$ cat config.mk
export PLATFORM = sky130hd
export DESIGN_NAME = uart_tx_frame
export DESIGN_NICKNAME = d
export VERILOG_FILES = /design/src/rtl/uart_pkg.sv /design/src/rtl/uart_baud_cnt.sv /design/src/rtl/uart_tx_frame.sv
export SDC_FILE = /design/constraint.sdc
export NUM_CORES = 1
export LEC_CHECK = 0
export BUFFER_PORTS_ARGS = -buffer_cell sky130_fd_sc_hd__buf_2
export CAP_MARGIN = 20
export CORE_MARGIN = 4
export CORE_UTILIZATION = 60
export DETAILED_ROUTE_END_ITERATION = 7
export PLACE_DENSITY = 0.84
export SLEW_MARGIN = 0
export SYNTH_ARGS = -nofsm -noshare
export SYNTH_HDL_FRONTEND = slang
export SYNTH_HIERARCHICAL = 1
export SYNTH_SLANG_ARGS = --single-unit
$ cat constraint.sdc
create_clock -name clk -period 6.4 [get_ports clk]
set_input_delay 1.28 -clock clk [delete_from_list [all_inputs] [get_ports clk]]
set_output_delay 1.28 -clock clk [all_outputs]
set_load 0.005 [all_outputs]
$ cat src/rtl/uart_pkg.sv
// Shared types and constants for the UART transmit framer.
// Holds the FSM state encoding, parity-mode codes and the default divider.
package uart_pkg;

  localparam int PAR_NONE = 0;
  localparam int PAR_EVEN = 1;
  localparam int PAR_ODD  = 2;

  localparam int CLK_DIV_DEF = 2604;

  typedef enum logic [2:0] {
    S_IDLE,
    S_START,
    S_DATA,
    S_PAR,
    S_STOP
  } tx_state_t;

endpackage

$ cat src/rtl/uart_baud_cnt.sv
// Bit-period counter: counts while en is high, pulses bit_end on CLK_DIV-1.
// Held at zero while disabled so every frame starts on a fresh period.
module uart_baud_cnt
  import uart_pkg::*;
#(
  parameter int CLK_DIV = CLK_DIV_DEF
) (
  input  logic clk,
  input  logic rst,
  input  logic en,
  output logic bit_end
);

  localparam int CW = $clog2(CLK_DIV);
  localparam logic [CW-1:0] LAST = CW'(CLK_DIV - 1);

  logic [CW-1:0] cnt;

  always_ff @(posedge clk or posedge rst) begin
    if (rst) begin
      cnt <= '0;
    end else if (!en) begin
      cnt <= '0;
    end else if (cnt == LAST) begin
      cnt <= '0;
    end else begin
      cnt <= cnt + CW'(1);
    end
  end

  assign bit_end = en && (cnt == LAST);

endmodule

$ cat src/rtl/uart_tx_frame.sv
// UART transmit framer: start, DATA_W bits LSB first, optional parity, stops.
// Parity generation exists only when UART_TX_PARITY_EN is defined.
module uart_tx_frame
  import uart_pkg::*;
#(
  parameter int DATA_W    = 8,
  parameter int CLK_DIV   = CLK_DIV_DEF,
  parameter int STOP_BITS = 1,
  parameter int PARITY    = PAR_NONE
) (
  input  logic              clk,
  input  logic              rst,
  input  logic [DATA_W-1:0] din,
  input  logic              din_vld,
  output logic              rdy,
  output logic              dout,
  output logic              frame_done
);

  localparam int IW = $clog2(DATA_W);
  localparam logic [IW-1:0] LAST_IDX = IW'(DATA_W - 1);
  localparam logic STP_LAST = 1'(STOP_BITS - 1);

  if (DATA_W < 5 || DATA_W > 8 || CLK_DIV < 2 ||
      STOP_BITS < 1 || STOP_BITS > 2 ||
      PARITY < 0 || PARITY > 2) begin : g_bad_cfg
    $error("uart_tx_frame: illegal parameter set");
  end

  tx_state_t         state_q, state_d;
  logic [DATA_W-1:0] sh_q, sh_d;
  logic [IW-1:0]     idx_q, idx_d;
  logic              stp_q, stp_d;
  logic              dout_q, dout_d;
  logic              fd_q, fd_d;
  logic              bit_end;
  logic              en;

`ifdef UART_TX_PARITY_EN
  localparam bit PAR_ON  = (PARITY == PAR_EVEN) || (PARITY == PAR_ODD);
  localparam bit PAR_INV = (PARITY == PAR_ODD);

  logic par_q, par_d;

  always_comb begin
    par_d = par_q;
    if (state_q == S_IDLE && din_vld) begin
      par_d = (^din) ^ PAR_INV;
    end
  end

  always_ff @(posedge clk or posedge rst) begin
    if (rst) begin
      par_q <= 1'b0;
    end else begin
      par_q <= par_d;
    end
  end
`endif

  assign en = (state_q != S_IDLE);

  uart_baud_cnt #(
    .CLK_DIV (CLK_DIV)
  ) u_baud (
    .clk     (clk),
    .rst     (rst),
    .en      (en),
    .bit_end (bit_end)
  );

  always_comb begin
    state_d = state_q;
    sh_d    = sh_q;
    idx_d   = idx_q;
    stp_d   = stp_q;
    fd_d    = 1'b0;
    unique case (state_q)
      S_IDLE: begin
        if (din_vld) begin
          state_d = S_START;
          sh_d    = din;
          idx_d   = '0;
          stp_d   = 1'b0;
        end
      end
      S_START: begin
        if (bit_end) state_d = S_DATA;
      end
      S_DATA: begin
        if (bit_end) begin
          if (idx_q == LAST_IDX) begin
            idx_d = '0;
`ifdef UART_TX_PARITY_EN
            state_d = PAR_ON ? S_PAR : S_STOP;
`else
            state_d = S_STOP;
`endif
          end else begin
            idx_d = idx_q + IW'(1);
            sh_d  = sh_q >> 1;
          end
        end
      end
      S_PAR: begin
        if (bit_end) state_d = S_STOP;
      end
      S_STOP: begin
        if (bit_end) begin
          if (stp_q == STP_LAST) begin
            state_d = S_IDLE;
            stp_d   = 1'b0;
            fd_d    = 1'b1;
          end else begin
            stp_d = 1'b1;
          end
        end
      end
      default: state_d = S_IDLE;
    endcase
  end

  // Line level is derived from the next state so dout is a clean flop.
  always_comb begin
    dout_d = 1'b1;
    unique case (state_d)
      S_START: dout_d = 1'b0;
      S_DATA:  dout_d = sh_d[0];
`ifdef UART_TX_PARITY_EN
      S_PAR:   dout_d = par_q;
`endif
      default: dout_d = 1'b1;
    endcase
  end

  always_ff @(posedge clk or posedge rst) begin
    if (rst) begin
      state_q <= S_IDLE;
      sh_q    <= '0;
      idx_q   <= '0;
      stp_q   <= 1'b0;
      dout_q  <= 1'b1;
      fd_q    <= 1'b0;
    end else begin
      state_q <= state_d;
      sh_q    <= sh_d;
      idx_q   <= idx_d;
      stp_q   <= stp_d;
      dout_q  <= dout_d;
      fd_q    <= fd_d;
    end
  end

  assign rdy        = (state_q == S_IDLE);
  assign dout       = dout_q;
  assign frame_done = fd_q;

endmodule

==> results.py <==
metrics = {
    "placement": {
        "pre_cts_slack_ps": 3646,
        "port_buffers": 13,
        "hpwl_microns": 2032,
        "place_congestion": 0.8532,
    },
    "setup_path": {
        "critPathLaunchType": "flip-flop",
        "criticalPathCategory": "flip-flop to flip-flop",
        "cp.arrival_ps": 3040,
        "cp.required_ps": 6630,
        "cp_slowest_cell": "nor4bb_4",
        "cp_max_fo": 13,
        "crit_start": "u_baud/cnt[0]$_DFF_PP0_",
        "cpPeakStageDelay_ps": 510,
        "end_kind": "flip-flop",
        "r2r_start": "u_baud/cnt[0]$_DFF_PP0_",
        "path_cells": "ha_1, and4b_1, and4_1, and2_1, nor4bb_4, a21oi_2, a221o_1",
    },
    "synthesis": {
        "synth_cell_types": 44,
        "synth_area_per_cell_sq_um": 10.75,
        "synthCells": 138,
        "synth_top_area_frac": 0.4553,
        "yosysSeqAreaShare": 0.4730,
        "yosysMostFrequentCell": "dfrtp_1",
        "ys.flop_type": "dfrtp_1",
        "yosysTopAreaCell": "dfrtp_1",
        "netlist_area_sq_um": 1484,
        "synthTopCellsByCount": "27 x dfrtp_1, 15 x nand2_1, 8 x and2_1, 8 x inv_1, 8 x o21ai_0",
        "ys_seq_elements": 28,
        "synth_warnings": 6,
        "synth_edf_count": 0,
        "async_flop_share": 1.000,
        "synth.area.top_cells": "dfrtp_1 46%, a221o_1 4.0%, nand2_1 3.8%",
        "synth_fp_nets": 152,
    },
    "finish": {
        "diodes": 0,
        "layout-drive-gt1-share": 0.1689,
        "fillerInstances": 153,
        "fin_nets": 163,
        "syn2layout_area_growth_pct": 6.408,
    },
    "timing": {
        "setup_ws_ps": 3595,
        "timing.final.max_slew_violations": 0,
        "setup_violations": 0,
        "worst_pin_slew_ps": 593.7,
        "whs_ps": 528.9,
        "min_period_over_period": 0.4383,
        "post-route-min-period_ps": 2805,
        "hold_viol": 0,
        "max_freq_mhz": 356.5,
        "rsz0062_at_grt": "no",
        "tns_ps": 0,
        "skew_ps": 5.934,
        "maxSlewHeadroom": 0.6038,
    },
    "routing": {
        "drt_wl_total_microns": 2930,
        "wl_met2_microns": 1359,
        "wl_met1_microns": 1342,
        "viasPerCell": 6.432,
        "highest_layer": "met4",
        "vias": 1132,
        "routed-wl-met3_microns": 172,
        "drt_iter0_markers": 58,
        "drc": 0,
        "wire_per_inst_microns": 16.65,
        "final_antenna_net_count": 0,
        "firstDrtPassIters": 4,
    },
    "die": {
        "core_sq_um": 2276,
        "initial_utilization": 0.6520,
        "dieArea_sq_um": 3333,
        "die_h_microns": 57.73,
        "num_rows": 17,
        "ioPinCount": 14,
        "die_w_microns": 57.73,
    },
    "flow_run": {
        "max_cap_violations": 0,
    },
    "clock_tree": {
        "htree_levels": 1,
        "hold_buffers": 0,
        "cts.sinks": 28,
        "root_buffer": "clkbuf_4",
        "clk_path_buf_depth": 2,
        "cts_setup_buffers": 0,
        "clock_latency_ps": 330,
        "cts_tree": "yes",
        "cts.clk_slew.worst_paths_ps": 150,
        "cts_buffers": 3,
        "cts_resized": 0,
    },
    "worst_hold_path": {
        "hold_path.class": "flip-flop to flip-flop",
        "hold_start": "idx_q[0]$_DFFE_PP0P_",
    },
    "grt": {
        "grt-ovfl-total": 0,
        "grt_first_pass_wirelength_microns": 5037,
        "grt_usage": 0.1942,
        "grt_start_max_net_pins": 17,
        "grt_pass1_vias": 1144,
        "antenna_found_initial": 0,
    },
    "pwr": {
        "vdd_drop_max_uv": 131.9,
        "power.leakage_uw": 0.0006774,
        "powerDensity_nw_per_um2": 195.6,
        "power.total_uw": 308.8,
    },
    "run_status": {
        "outcome": "finished, final reports clean",
    },
}
## power breakdown
part,total [uW],switching [uW],internal (uW)
clock network,117,54.1,63.4
registers,181,1.56,180
logic,10.2,5.60,4.56
## critical path, delay by kind of cell (launching register included)
family / cells / cell delay (ps)
compound gates: 2 / 530
simple gates: 4 / 1480
flops: 1 / 440
fa+ha+maj: 1 / 260
## flip-flops by register name, indices dropped and copies added (netlist names)
signal and count:
u_baud/cnt 12, frame_done 1, dout 1, state_q 3, sh_q 8, idx_q 3
## cell families (layout without fill, tap and decap cells)
family	Yosys count	in the layout	share of synthesized area
XOR/XNOR	3	3	0.01771
buffers and inverters	15	25	0.05901
AO/OA/AOI/OAI	34	34	0.1720
AND/OR/NAND/NOR	55	55	0.2530
flip-flops	28	28	0.4730
adder cells (fa/ha/maj)	3	3	0.02530
## layout make-up
type,count,area (sq um),share of cell area
clock buffers,3,22.52,0.01426
clock inverters,1,30.03,0.01902
inverters,8,30.03,0.01902
multi-input cells,95,694.4,0.4398
flip-flops and latches,28,701.9,0.4445
well taps,28,35.03,0.02219
repair buffers,13,65.06,0.04120
## path summary, 6_finish.rpt
kind	slack, ps	to	cells after the start
setup reg to reg	3600	sh_q[2]$_DFFE_PP0P_	7
min in group asynchronous	940	u_baud/cnt[9]$_DFF_PP0_	2
setup / recovery	3600	sh_q[2]$_DFFE_PP0P_	7
hold / removal	530	idx_q[0]$_DFFE_PP0P_	1
max in group asynchronous	5030	sh_q[2]$_DFFE_PP0P_	2
hold reg to reg	530	idx_q[0]$_DFFE_PP0P_	1
## layout by cell type (no fill, tap or decap), drive strengths merged, types with 2 or more instances in the layout
master / count
nand2: 15
xor2: 2
nor2: 2
ha: 3
nor4b: 2
inv: 8
a221o: 6
dfrtp: 27
o31ai: 4
a21oi: 2
nand3: 5
buf: 13
a211oi: 8
and2: 9
nand2b: 2
clkbuf: 3
nor3: 4
or3: 4
nand4: 2
or4: 3
o21ai: 9
## through the flow
step	util	cells	cell area, sq um
2_1_floorplan	-	138	1484
6_report	0.6938	176	1579
4_1_cts	0.6938	176	1579
3_3_place_gp	0.6707	172	1526
3_5_place_dp	0.6707	172	1526
5_1_grt	0.6938	176	1579
## metal layers
metal  up-vias  GRT usage
met5         -          0
li1        538          -
met1       534     0.2475
met3         8    0.03118
met4         0     0.1026
met2        52     0.3161
No activity file was read; power rests on OpenSTA's default activity.
